File: config.mk
export PLATFORM = sky130hd
export DESIGN_NAME = unified_mem_arbiter
export DESIGN_NICKNAME = d
export VERILOG_FILES = /design/src/rtl/unified_mem_arbiter.sv
export SDC_FILE = /design/constraint.sdc
export NUM_CORES = 1
export LEC_CHECK = 0
export ABC_AREA = 1
export ABC_CLOCK_PERIOD_IN_PS = 2000
export CORE_ASPECT_RATIO = 1.5
export CORE_MARGIN = 2
export CORE_UTILIZATION = 43
export DETAILED_ROUTE_END_ITERATION = 8
export GPL_ROUTABILITY_DRIVEN = 0
export GPL_TIMING_DRIVEN = 0
export PLACE_DENSITY_LB_ADDON = 0.15
export RECOVER_POWER = 50
export SKIP_LAST_GASP = 1
export SLEW_MARGIN = 15
export SYNTH_ARGS = -nofsm -noshare
export SYNTH_HDL_FRONTEND = slang
export SYNTH_SLANG_ARGS = --single-unit
File: constraint.sdc
create_clock -name clock -period 2 [get_ports clock]
set_input_delay 0.2 -clock clock [delete_from_list [all_inputs] [get_ports clock]]
set_output_delay 0.2 -clock clock [all_outputs]
set_load 0.02 [all_outputs]
File: src/rtl/unified_mem_arbiter.sv
// unified_mem_arbiter
//   Shares one single-ported unified memory between the instruction-fetch
//   port and the data load/store port. A request is sampled only while idle,
//   the winner's fields are latched and presented to memory until mem_ack (or
//   an abort after MAX_WAIT issue cycles), then a one-cycle completion pulse
//   returns data to the owning port. When both ports request, the port that
//   did not win last time is granted.
//
// Ports
//   clock, reset            : clock; synchronous active-low reset
//   if_req/if_addr          : fetch request and word address
//   if_rdata/if_valid       : fetched instruction and completion pulse
//   if_stall                : if_req & ~if_valid
//   d_req/d_rw/d_addr/
//   d_wdata/d_size          : data request (rw 1=write), size passed through
//   d_rdata/d_valid         : load data (0 on write/abort) and completion pulse
//   d_stall                 : d_req & ~d_valid
//   mem_req/mem_rw/mem_addr/
//   mem_wdata/mem_size      : latched request presented to memory
//   mem_ack/mem_rdata       : memory completion and read data
//   timeout_err             : sticky abort flag, cleared only by reset
module unified_mem_arbiter #(
  parameter int ADDR_W   = 32,
  parameter int DATA_W   = 32,
  parameter int MAX_WAIT = 15
) (
  input  logic              clock,
  input  logic              reset,
  input  logic              if_req,
  input  logic [ADDR_W-1:0] if_addr,
  output logic [DATA_W-1:0] if_rdata,
  output logic              if_valid,
  output logic              if_stall,
  input  logic              d_req,
  input  logic              d_rw,
  input  logic [ADDR_W-1:0] d_addr,
  input  logic [DATA_W-1:0] d_wdata,
  input  logic [1:0]        d_size,
  output logic [DATA_W-1:0] d_rdata,
  output logic              d_valid,
  output logic              d_stall,
  output logic              mem_req,
  output logic              mem_rw,
  output logic [ADDR_W-1:0] mem_addr,
  output logic [DATA_W-1:0] mem_wdata,
  output logic [1:0]        mem_size,
  input  logic              mem_ack,
  input  logic [DATA_W-1:0] mem_rdata,
  output logic              timeout_err
);

  localparam int CNT_W = $clog2(MAX_WAIT) + 1;

  typedef enum logic [1:0] {S_IDLE, S_ISSUE, S_RESP} state_t;

  state_t            r_state, w_state_nxt;
  logic              r_owner_d;   // 1: data port owns the current transaction
  logic              r_last_d;    // 1: data port won the previous grant
  logic [CNT_W-1:0]  r_wait_cnt;
  logic              w_grant, w_grant_d, w_done, w_abort;
  logic [DATA_W-1:0] w_resp_data;

  always_comb begin
    w_state_nxt = r_state;
    w_grant     = 1'b0;
    w_grant_d   = 1'b0;
    w_done      = 1'b0;
    w_abort     = 1'b0;
    case (r_state)
      S_IDLE: begin
        if (if_req || d_req) begin
          w_grant     = 1'b1;
          // Data wins when alone, or on contention when fetch won last time.
          w_grant_d   = d_req && (!if_req || !r_last_d);
          w_state_nxt = S_ISSUE;
        end
      end
      S_ISSUE: begin
        if (mem_ack) begin
          w_done      = 1'b1;
          w_state_nxt = S_RESP;
        end else if (r_wait_cnt == CNT_W'(MAX_WAIT - 1)) begin
          w_abort     = 1'b1;
          w_state_nxt = S_RESP;
        end
      end
      S_RESP:  w_state_nxt = S_IDLE;
      default: w_state_nxt = S_IDLE;
    endcase
  end

  // Writes and aborts return zero data.
  assign w_resp_data = (w_done && !mem_rw) ? mem_rdata : '0;

  assign if_stall = if_req & ~if_valid;
  assign d_stall  = d_req & ~d_valid;

  always_ff @(posedge clock) begin
    if (!reset) begin
      r_state     <= S_IDLE;
      r_owner_d   <= 1'b0;
      r_last_d    <= 1'b0;
      r_wait_cnt  <= '0;
      mem_req     <= 1'b0;
      mem_rw      <= 1'b0;
      mem_addr    <= '0;
      mem_wdata   <= '0;
      mem_size    <= '0;
      if_rdata    <= '0;
      if_valid    <= 1'b0;
      d_rdata     <= '0;
      d_valid     <= 1'b0;
      timeout_err <= 1'b0;
    end else begin
      r_state  <= w_state_nxt;
      if_valid <= 1'b0;
      d_valid  <= 1'b0;

      if (w_grant) begin
        r_owner_d  <= w_grant_d;
        r_last_d   <= w_grant_d;
        r_wait_cnt <= '0;
        mem_req    <= 1'b1;
        if (w_grant_d) begin
          mem_rw    <= d_rw;
          mem_addr  <= d_addr;
          mem_wdata <= d_wdata;
          mem_size  <= d_size;
        end else begin
          mem_rw    <= 1'b0;
          mem_addr  <= if_addr;
          mem_wdata <= '0;
          mem_size  <= 2'b10;
        end
      end

      if (r_state == S_ISSUE && !w_done && !w_abort) begin
        r_wait_cnt <= r_wait_cnt + CNT_W'(1);
      end

      if (w_done || w_abort) begin
        mem_req <= 1'b0;
        if (w_abort) begin
          timeout_err <= 1'b1;
        end
        if (r_owner_d) begin
          d_valid <= 1'b1;
          d_rdata <= w_resp_data;
        end else begin
          if_valid <= 1'b1;
          if_rdata <= w_resp_data;
        end
      end
    end
  end

endmodule
==> flow_summary_export.csv <==
group,metric,value,unit
power_and_ir_drop,power_switching,0.00254,W
setup_path,start_kind,"input port",
clock_network,clockRootBuffer,"clkbuf_16",
setup_path,cp.arrival,1.57,ns
setup_path,crit_required,1.80,ns
yosys,async_flop_share,0,%
yosys,ys_warn_count,0,
clock_network,cts_buffers,17,
die,die_x,105,um
yosys,synth-seq-cells,143,
setup_path,crit_fanout,19,
power_and_ir_drop,ir_drop,0.633,mV
yosys,syn_area_per_cell,6.53,um^2
layout,fin_cells,1505,
detailed_routing,ant_nets,0,
setup_path,slowest_delay,0.61,ns
setup_path,end_kind,"output pin",
die,core-area,0.0150,mm^2
setup_path,worstPathCellList,"buf_2, buf_2, inv_1, nor2_1, clkdlybuf4s50_1",
detailed_routing,first_iter_violations,291,
yosys,synth_largest_area_cell,"dfxtp_1",
yosys,syn_inst,1005,
global_routing,grt_max_degree,20,
hold_path,hold_path_class,"input port to flop",
power_and_ir_drop,sw_frac_of_total,31.1,%
layout,nets,1431,
timing,min_period,1.77,ns
timing,maxSlewViolCount,0,
clock_network,cts_tree,"yes",
detailed_routing,drt_pass1_iterations,5,
power_and_ir_drop,p_comb_share,23.1,%
power_and_ir_drop,clkPwrFrac,38.0,%
run,maxCapViolations,0,
timing,post-route-period-util,88.3,%
yosys,ys_seq_area_share,43.6,%
power_and_ir_drop,internal-power,0.00563,W
timing,fin_tns_setup,0,ns
run_status,status,"completed",
yosys,synth-edff-count,0,
clock_network,numClockSinks,143,
yosys,ys_top_cells_by_area,"dfxtp_1 (44%), nand2_1 (14%), inv_1 (10%)",
yosys,yosys-top-cells-count,"nand2_1 (239), inv_1 (183), nor2_1 (152)",
die,boundaryPins,273,
global_routing,grt_pass1_vias,6616,
placement,dp.cells,1474,
detailed_routing,wl_per_cell,14.2,um
layout,antennaDiodeCount,0,
die,die_h,155,um
power_and_ir_drop,power_density,811,mW/mm^2
placement,hpwl,16000,um
detailed_routing,wl,21300,um
timing,setup_violations,0,
die,rows,55,
detailed_routing,post-route-drc-count,0,
layout,post-route-util,67.1,%
layout,fill_cells,1424,
yosys,synth_top_area_share,43.6,%
yosys,synth_nets,1143,
power_and_ir_drop,p_leak,5.09,nW
die,dieArea,0.0163,mm^2
detailed_routing,via_per_inst,4.72,
setup_path,critical_path.top_delay_family,"buffers and inverters",
yosys,ys.flop_type,"dfxtp_1",
placement,portBuffers,270,
global_routing,grt_overflow,0,
die,initial_core_util,43.7,%
clock_network,clkSlewWorstSetupHoldPaths,0.07,ns
clock_network,htree_levels,4,
timing,finClkSkew,0.0139,ns
layout,area_growth,53.6,%
clock_network,insertion_delay,0.42,ns
timing,fmax,566,MHz
clock_network,cts.path.max_buffers,2,
setup_path,path_buf_inv,4,
layout,drive_gt1_share,5.44,%
setup_path,worstSetupPathType,"input port to output pin",
timing,slew-limit-headroom,61.0,%
yosys,syn_area,0.00656,mm^2
global_routing,antenna_found_initial,0,
yosys,synth.most_common_cell,"nand2_1",
timing,grt_setup_unrepaired,"false",
yosys,yosysUniqueCellTypes,19,
power_and_ir_drop,pwr-share-seq,38.9,%
setup_path,cpMostUsedCell,"buf_2",
timing,worst_pin_slew,0.585,ns
detailed_routing,num_vias,7106,
timing,hold_viol_final,0,
global_routing,gr-usage-all-layers,25.5,%
global_routing,grt_pass1_wl,33100,um
setup_path,critPathSlowestCell,"clkdlybuf4s50_1",
through the flow:
| step | setup WS [ns] | hold WS (ns) | total power, W | cell area, um^2 |
|---|---|---|---|---|
| 4_1_cts | 0.229 | 0.358 | 0.00832 | 10100 |
| 3_5_place_dp | -0.0913 | 0.443 | 0.00520 | 9510 |
| 6_report | 0.234 | 0.363 | 0.00817 | 10100 |
| 5_1_grt | 0.0378 | 0.370 | 0.00856 | 10100 |
| 3_3_place_gp | -0.0752 | 0.439 | 0.00518 | 9510 |
| 2_1_floorplan | 0.543 | 0.367 | 0.00426 | 6560 |
layout by cell type, fill, tap and decap left out:
cell and instances:
nand2_1 239, inv_1 183, nor2_1 152, clkdlybuf4s50_1 151, dfxtp_1 143, dlygate4sd3_1 119, nand4_1 77, a21oi_1 75
nand3_1 51, clkbuf_1 33, buf_2 30, clkbuf_16 17, inv_6 7, o21ai_0 5, clkbuf_2 3, clkinv_2 3
clkinv_1 2, nand3_2 2, buf_6 2, buf_1 2, ha_1 2, clkinvlp_4 2, inv_8 2, nand2_4 1
or2_2 1, xor2_1 1, bufinv_16 1
cell families (layout without fill, tap and decap cells):
group,after synthesis,after routing,synth area share (%)
and+or+nand+nor,523,523,34.2
buffers and inverters,256,557,15.5
DFF,143,143,43.6
AOI/OAI and AO/OA,80,80,6.10
adders and majority gates,2,2,0.381
xor gates and xnor gates,1,1,0.134
timing repair:
item / 4_1_cts / 5_1_grt
setup buffers: 0 / 0
resized for setup: 0 / 0
hold buffers: 0 / 0
setup endpoints to repair: 1 / 0
hold endpoints to repair: 0 / 0
power by group through the flow:
stage / clock network [W] / logic, W / registers (W)
2_1_floorplan: 0 / 0.000758 / 0.00350
3_3_place_gp: 0 / 0.00194 / 0.00324
5_1_grt: 0.00330 / 0.00206 / 0.00320
4_1_cts: 0.00316 / 0.00196 / 0.00319
3_5_place_dp: 0 / 0.00195 / 0.00325
6_report: 0.00311 / 0.00188 / 0.00318
area by class of cell:
cell class                 instances  area [um^2]  share of cell area, %
inverter                         185          694                   6.89
sequential                       143         2860                   28.4
multi-input combinational        606         2680                   26.6
clock buffer                      17          425                   4.22
clock inverter                    15          144                   1.43
buffer                            70          319                   3.17
tap                              199          249                   2.47
timing repair buffer             270         2700                   26.8
worst reg2reg max path, cell delays in order, from the launching register on:
cell      delay (ns)
dfxtp_1         0.40
ha_1            0.19
nand2_1         0.06
nor2_1          0.08
nand2_1         0.09
nand2_1         0.13
clkbuf_1        0.39
nand3_1         0.16
nand2_1         0.10
nor2_1          0.04
path summary, 6_finish.rpt:
path	slack, ns	from	depth (start not counted)	endpoint
setup / recovery	0.23	d_req	5	d_stall
hold / removal	0.36	d_wdata[11]	3	mem_wdata[11]
setup reg to reg	0.26	r_wait_cnt[1]	9	d_rdata[31]
hold reg to reg	0.45	timeout_err	2	timeout_err
routing by layer:
layer | GRT usage [%] | vias to the layer above | wire (um)
met5 | 0 | - | 0
met4 | 6.98 | 0 | 293
li1 | - | 3657 | -
met2 | 47.8 | 259 | 11200
met3 | 9.59 | 21 | 1890
met1 | 26.4 | 3169 | 7980
state kept, by name (all words and copies together), names as in the netlist:
signal and count:
d_rdata 32, if_rdata 32, mem_addr 32, mem_wdata 32, r_wait_cnt 5, mem_size 2, r_state 2, d_valid 1
if_valid 1, mem_req 1, mem_rw 1, r_last_d 1, timeout_err 1
(Power assumes the default switching activity.)
